### config.mk
export PLATFORM = sky130hd
export DESIGN_NAME = wb_commit_unit
export DESIGN_NICKNAME = d
export VERILOG_FILES = /design/src/rtl/wb_commit_unit_pkg.sv /design/src/rtl/wb_fifo.sv /design/src/rtl/wb_commit_unit.sv
export SDC_FILE = /design/constraint.sdc
export NUM_CORES = 1
export LEC_CHECK = 0
export ABC_AREA = 1
export CORE_UTILIZATION = 53
export CTS_BUF_LIST = sky130_fd_sc_hd__clkbuf_2
export CTS_CLUSTER_SIZE = 10
export DETAILED_ROUTE_END_ITERATION = 8
export GPL_ROUTABILITY_DRIVEN = 0
export PLACE_DENSITY_LB_ADDON = 0.25
export SKIP_LAST_GASP = 1
export SLEW_MARGIN = 20
export SYNTH_ARGS = -nofsm -noshare
export SYNTH_HDL_FRONTEND = slang
export SYNTH_HIERARCHICAL = 1
export SYNTH_SLANG_ARGS = --single-unit
### constraint.sdc
create_clock -name i_clk -period 8.8 [get_ports i_clk]
set_input_delay 2.2 -clock i_clk [delete_from_list [all_inputs] [get_ports i_clk]]
set_output_delay 2.2 -clock i_clk [all_outputs]
set_load 0.02 [all_outputs]
### src/rtl/wb_commit_unit_pkg.sv
// Shared SoC write-back definitions: operation encodings, FIFO depth, commit FSM states
// and the queued-entry layout used by wb_commit_unit and wb_fifo.
package wb_commit_unit_pkg;

    localparam int unsigned RAM_OP_LEN = 2;
    localparam int unsigned SFR_OP_LEN = 3;
    localparam int unsigned WB_DEPTH   = 2;

    localparam logic [RAM_OP_LEN-1:0] OP_RAM_NOP     = 2'd0;
    localparam logic [RAM_OP_LEN-1:0] OP_RAM_WR_BYTE = 2'd1;
    localparam logic [SFR_OP_LEN-1:0] OP_DEFAULT     = 3'd0;
    localparam logic [SFR_OP_LEN-1:0] OP_ACC_WR_BYTE = 3'd1;

    typedef enum logic {
        ST_IDLE = 1'b0,
        ST_REQ  = 1'b1
    } wb_state_e;

    typedef struct packed {
        logic [7:0]            addr;
        logic [7:0]            data;
        logic [7:0]            psw;
        logic [RAM_OP_LEN-1:0] ram_op;
        logic [SFR_OP_LEN-1:0] sfr_op;
    } wb_entry_t;

    function automatic logic is_ram(input wb_entry_t e);
        return e.ram_op != OP_RAM_NOP;
    endfunction

endpackage

### src/rtl/wb_fifo.sv
// Two-entry register FIFO of pending write-backs; exposes head and the younger
// entry so the commit unit can forward from either.
module wb_fifo
    import wb_commit_unit_pkg::*;
(
    input  logic       i_clk,
    input  logic       i_rst_n,
    input  logic       i_push,
    input  logic       i_pop,
    input  wb_entry_t  i_entry,
    output wb_entry_t  o_head,
    output wb_entry_t  o_tail,
    output logic [1:0] o_count
);

    wb_entry_t  r_mem [WB_DEPTH];
    logic       r_wr_ptr;
    logic       r_rd_ptr;
    logic [1:0] r_count;
    logic       w_pop;
    logic       w_push;

    assign w_pop  = i_pop && (r_count != 2'd0);
    assign w_push = i_push && ((r_count < 2'd2) || w_pop);

    always_ff @(posedge i_clk or negedge i_rst_n) begin
        if (!i_rst_n) begin
            r_wr_ptr <= 1'b0;
            r_rd_ptr <= 1'b0;
            r_count  <= '0;
        end else begin
            if (w_push) r_wr_ptr <= ~r_wr_ptr;
            if (w_pop)  r_rd_ptr <= ~r_rd_ptr;
            case ({w_push, w_pop})
                2'b10:   r_count <= r_count + 2'd1;
                2'b01:   r_count <= r_count - 2'd1;
                default: r_count <= r_count;
            endcase
        end
    end

    // Payload storage needs no reset; validity is carried by r_count.
    always_ff @(posedge i_clk) begin
        if (w_push) r_mem[r_wr_ptr] <= i_entry;
    end

    assign o_head  = r_mem[r_rd_ptr];
    assign o_tail  = r_mem[~r_rd_ptr];
    assign o_count = r_count;

endmodule

### src/rtl/wb_commit_unit.sv
// Write-back commit unit: queues RAM/SFR writes and retires them strictly in order.
// Optional read bypass of queued RAM writes is enabled by defining WB_FORWARD_EN.
module wb_commit_unit
    import wb_commit_unit_pkg::*;
(
    input  logic                  i_clk,
    input  logic                  i_rst_n,
    input  logic                  i_valid,
    output logic                  o_ready,
    input  logic [7:0]            i_wr_addr,
    input  logic [7:0]            i_wr_data,
    input  logic [7:0]            i_wr_psw,
    input  logic [RAM_OP_LEN-1:0] i_ram_op,
    input  logic [SFR_OP_LEN-1:0] i_sfr_op,
    output logic                  o_ram_req,
    output logic [7:0]            o_ram_addr,
    output logic [7:0]            o_ram_data,
    input  logic                  i_ram_ack,
    output logic [SFR_OP_LEN-1:0] o_sfr_op,
    output logic [7:0]            o_sfr_data,
    output logic [7:0]            o_sfr_psw,
    input  logic [7:0]            i_fwd_addr,
    output logic                  o_fwd_hit,
    output logic [7:0]            o_fwd_data,
    output logic                  o_stall
);

    wb_entry_t  w_in;
    wb_entry_t  w_head;
    wb_entry_t  w_tail;
    logic [1:0] w_count;
    logic       w_head_vld;
    logic       w_head_ram;
    logic       w_sfr_commit;
    logic       w_ram_done;
    logic       w_pop;
    logic       w_push;
    logic       w_discard;
    wb_state_e  r_state;
    wb_state_e  w_state_nxt;

    assign w_in = '{addr: i_wr_addr, data: i_wr_data, psw: i_wr_psw,
                    ram_op: i_ram_op, sfr_op: i_sfr_op};

    assign w_discard  = (i_ram_op == OP_RAM_NOP) && (i_sfr_op == OP_DEFAULT);
    assign w_head_vld = (w_count != 2'd0);
    assign w_head_ram = w_head_vld && is_ram(w_head);
    assign w_pop      = w_sfr_commit || w_ram_done;
    assign o_ready    = (w_count < 2'd2) || w_pop;
    assign o_stall    = ~o_ready;
    assign w_push     = i_valid && o_ready && !w_discard;

    wb_fifo u_fifo (
        .i_clk   (i_clk),
        .i_rst_n (i_rst_n),
        .i_push  (w_push),
        .i_pop   (w_pop),
        .i_entry (w_in),
        .o_head  (w_head),
        .o_tail  (w_tail),
        .o_count (w_count)
    );

    always_ff @(posedge i_clk or negedge i_rst_n) begin
        if (!i_rst_n) r_state <= ST_IDLE;
        else          r_state <= w_state_nxt;
    end

    // Request is raised combinationally from IDLE so a RAM head starts committing in the
    // cycle it arrives; an ack in that same cycle retires it without entering REQ.
    always_comb begin
        w_state_nxt  = r_state;
        w_sfr_commit = 1'b0;
        w_ram_done   = 1'b0;
        o_ram_req    = 1'b0;
        o_ram_addr   = '0;
        o_ram_data   = '0;
        o_sfr_op     = OP_DEFAULT;
        o_sfr_data   = '0;
        o_sfr_psw    = '0;
        case (r_state)
            ST_IDLE: begin
                if (w_head_ram) begin
                    o_ram_req = 1'b1;
                    if (i_ram_ack) w_ram_done  = 1'b1;
                    else           w_state_nxt = ST_REQ;
                end else if (w_head_vld) begin
                    w_sfr_commit = 1'b1;
                end
            end
            ST_REQ: begin
                o_ram_req = 1'b1;
                if (i_ram_ack) begin
                    w_ram_done  = 1'b1;
                    w_state_nxt = ST_IDLE;
                end
            end
            default: w_state_nxt = ST_IDLE;
        endcase
        if (o_ram_req) begin
            o_ram_addr = w_head.addr;
            o_ram_data = w_head.data;
        end
        if ((w_sfr_commit || w_ram_done) && (w_head.sfr_op != OP_DEFAULT)) begin
            o_sfr_op   = w_head.sfr_op;
            o_sfr_data = w_head.data;
            o_sfr_psw  = w_head.psw;
        end
    end

`ifdef WB_FORWARD_EN
    // Younger entry is checked last so its data wins on a double match.
    always_comb begin
        o_fwd_hit  = 1'b0;
        o_fwd_data = '0;
        if (w_head_ram && (w_head.addr == i_fwd_addr)) begin
            o_fwd_hit  = 1'b1;
            o_fwd_data = w_head.data;
        end
        if ((w_count == 2'd2) && is_ram(w_tail) && (w_tail.addr == i_fwd_addr)) begin
            o_fwd_hit  = 1'b1;
            o_fwd_data = w_tail.data;
        end
    end
`else
    logic w_fwd_unused;
    assign w_fwd_unused = ^{i_fwd_addr, w_tail};
    assign o_fwd_hit    = 1'b0;
    assign o_fwd_data   = '0;
`endif

endmodule

==> metrics.cfg <==
[logic_synthesis]
avgSynthCellArea_sq_um=10.1
syn_area_sq_um=2890
ys.warnings.count=6
synthesis.instances=287

[clock_tree]
postCtsResizedCells=0
ctsHoldBuffers=0
cts_root_buf=clkbuf_2
cts_buffer_depth=2
cts_num_sinks=63
cts_made_buffers=9
clk_pin_slew_ns=0.16
clk_latency_ns=0.48
cts_setup_buffers=0
ctsHtreeMaxLevel=3
cts_tree=built

[die]
pin_count=88
start_util_pct=55.8
row_count=26
die_area_sq_um=5750
chipWidth_um=75.8
fp.dieH_um=75.8
placeableCoreArea_sq_um=5170

[worst_setup_path]
crit_cells=6
worstRegToRegCells=11
cp-endpoint=o_sfr_psw[7]
crit_top_cell=clkdlybuf4s50_1
crit_type=input port to output pin
cp.arrival_ns=3.91
crit_path_end_kind=output pin
critPathMaxFanout=17
r2r_slack_ns=5.54
r2r_start=u_fifo/r_rd_ptr
worst_path_max_delay_cell=clkdlybuf4s50_1
cp_top_family=buffers and inverters
path_cells=clkdlybuf4s50_1 > nand3_2 > nand2_2 > nand2_4 > nor2_1 > clkdlybuf4s50_1
r2r-end=u_fifo/r_mem[0][25]
path_buf_inv=2
crit_required_ns=6.60
max_stage_delay_ns=0.61
critPathLaunch=i_ram_ack
cp-start-kind=input port

[placement]
placed_cell_area_sq_um=3570
io_buffers=70
hpwl_mm=3.27

[final_layout]
n_fill_cell=377
antenna_cells=0
final_core_util_pct=71.2
drive_gt1_share_pct=8.86
area.growth.synth_to_final_pct=27.6
stdcell_area_sq_um=3680
final_nets=398

[run]
max_cap_violations=0

[route]
vias=1951
drt_iter0_drc=111
drc=0
detail_route.wl_per_cell_um=11.5
wirelength_mm=4.96
firstDrtPassIters=4
ant_nets=0
vias_per_cell=4.53

[global_route]
grt_pass1_vias=1756
grt_usage_pct=18.9
grt_max_degree=40
grt_pass1_wl_mm=7.57
grt_overflow=0
antenna_found_initial=0

[timing]
hold_viol=0
slew_viol_final=0
report.final.setup_viol=0
fin_crit_ns=6.11
worstMarginPinSlew_ns=0.876
max_slew_margin_pct=41.5
rsz0062_at_grt=false
max_freq_mhz=164
tns_ns=0
clock_skew_ns=0.0249
fin_crit_sh_pct=69.4

[pwr]
vdd_drop_max_mv=0.199
powerDensity_nw_per_um2=367
totalPowerFinal_mw=1.35
power_leakage_nw=1.59

[outcome]
run_status=finished clean

[min_path]
hp-class=flip-flop to flip-flop

report_power, final:
| part | switching [mW] | internal, mW |
|---|---|---|
| sequential | 0.0345 | 0.417 |
| combinational | 0.444 | 0.289 |
| clock | 0.101 | 0.0651 |
worst min-delay path by stage:
stage | start | endpoint | slack [ns] | cells past startpoint
2_1_floorplan | u_fifo/r_wr_ptr | u_fifo/r_wr_ptr | 0.44 | 2
3_3_place_gp | u_fifo/r_wr_ptr | u_fifo/r_wr_ptr | 0.45 | 2
3_5_place_dp | u_fifo/r_wr_ptr | u_fifo/r_wr_ptr | 0.47 | 2
4_1_cts | u_fifo/r_wr_ptr | u_fifo/r_wr_ptr | 0.51 | 2
5_1_grt | u_fifo/r_wr_ptr | u_fifo/r_wr_ptr | 0.54 | 2
6_report | u_fifo/r_wr_ptr | u_fifo/r_wr_ptr | 0.50 | 2
registers in the layout (all words and copies together) (netlist names):
| signal | flops |
|---|---|
| u_fifo/o_count | 2 |
| u_fifo/r_rd_ptr | 1 |
| u_fifo/r_wr_ptr | 1 |
| r_state | 1 |
| u_fifo/r_mem | 58 |
layout by cell type, fill, tap and decap left out, drive strengths merged:
| cell | count |
|---|---|
| inv | 73 |
| clkdlybuf4s50 | 70 |
| edfxtp | 58 |
| nand2 | 48 |
| nor2 | 41 |
| o21ai | 30 |
| clkbuf | 10 |
| conb | 9 |
| nand3 | 7 |
| dfrtp | 5 |
| clkinvlp | 3 |
| clkinv | 2 |
| bufinv | 1 |
| xnor2 | 1 |
| nand4 | 1 |
| ha | 1 |
| buf | 1 |
routing by layer:
| metal | vias up | track usage, % | routed length (um) |
|---|---|---|---|
| met2 | 60 | 33.0 | 2520 |
| li1 | 1010 | - | - |
| met3 | 4 | 6.22 | 300 |
| met5 | - | 0 | 0 |
| met1 | 877 | 20.4 | 2100 |
| met4 | 0 | 9.88 | 38 |
area by class of cell:
type / count / area (sq um) / area share [%]
clock buffer: 10 / 50.0 / 1.36
clock inverter: 6 / 61.3 / 1.66
inverter: 73 / 274 / 7.44
multi-input combinational: 138 / 636 / 17.3
sequential: 63 / 1870 / 50.7
tap: 70 / 87.6 / 2.38
timing repair buffer: 71 / 708 / 19.2
tightest hold or removal path, delay by kind of cell (launching register included):
kind          cells  cell delay, ns
flops             1            0.38
simple gates      2            0.10
metrics by stage:
stage               instances  worst slack (ns)  hold WS [ns]
global route              431              2.57         0.536
detailed placement        415              2.69         0.471
global placement          415              2.71         0.453
floorplan                 295              3.78         0.442
CTS                       431              2.69         0.506
finish                    431              2.69         0.504
Power figures use the tool's default switching activity.
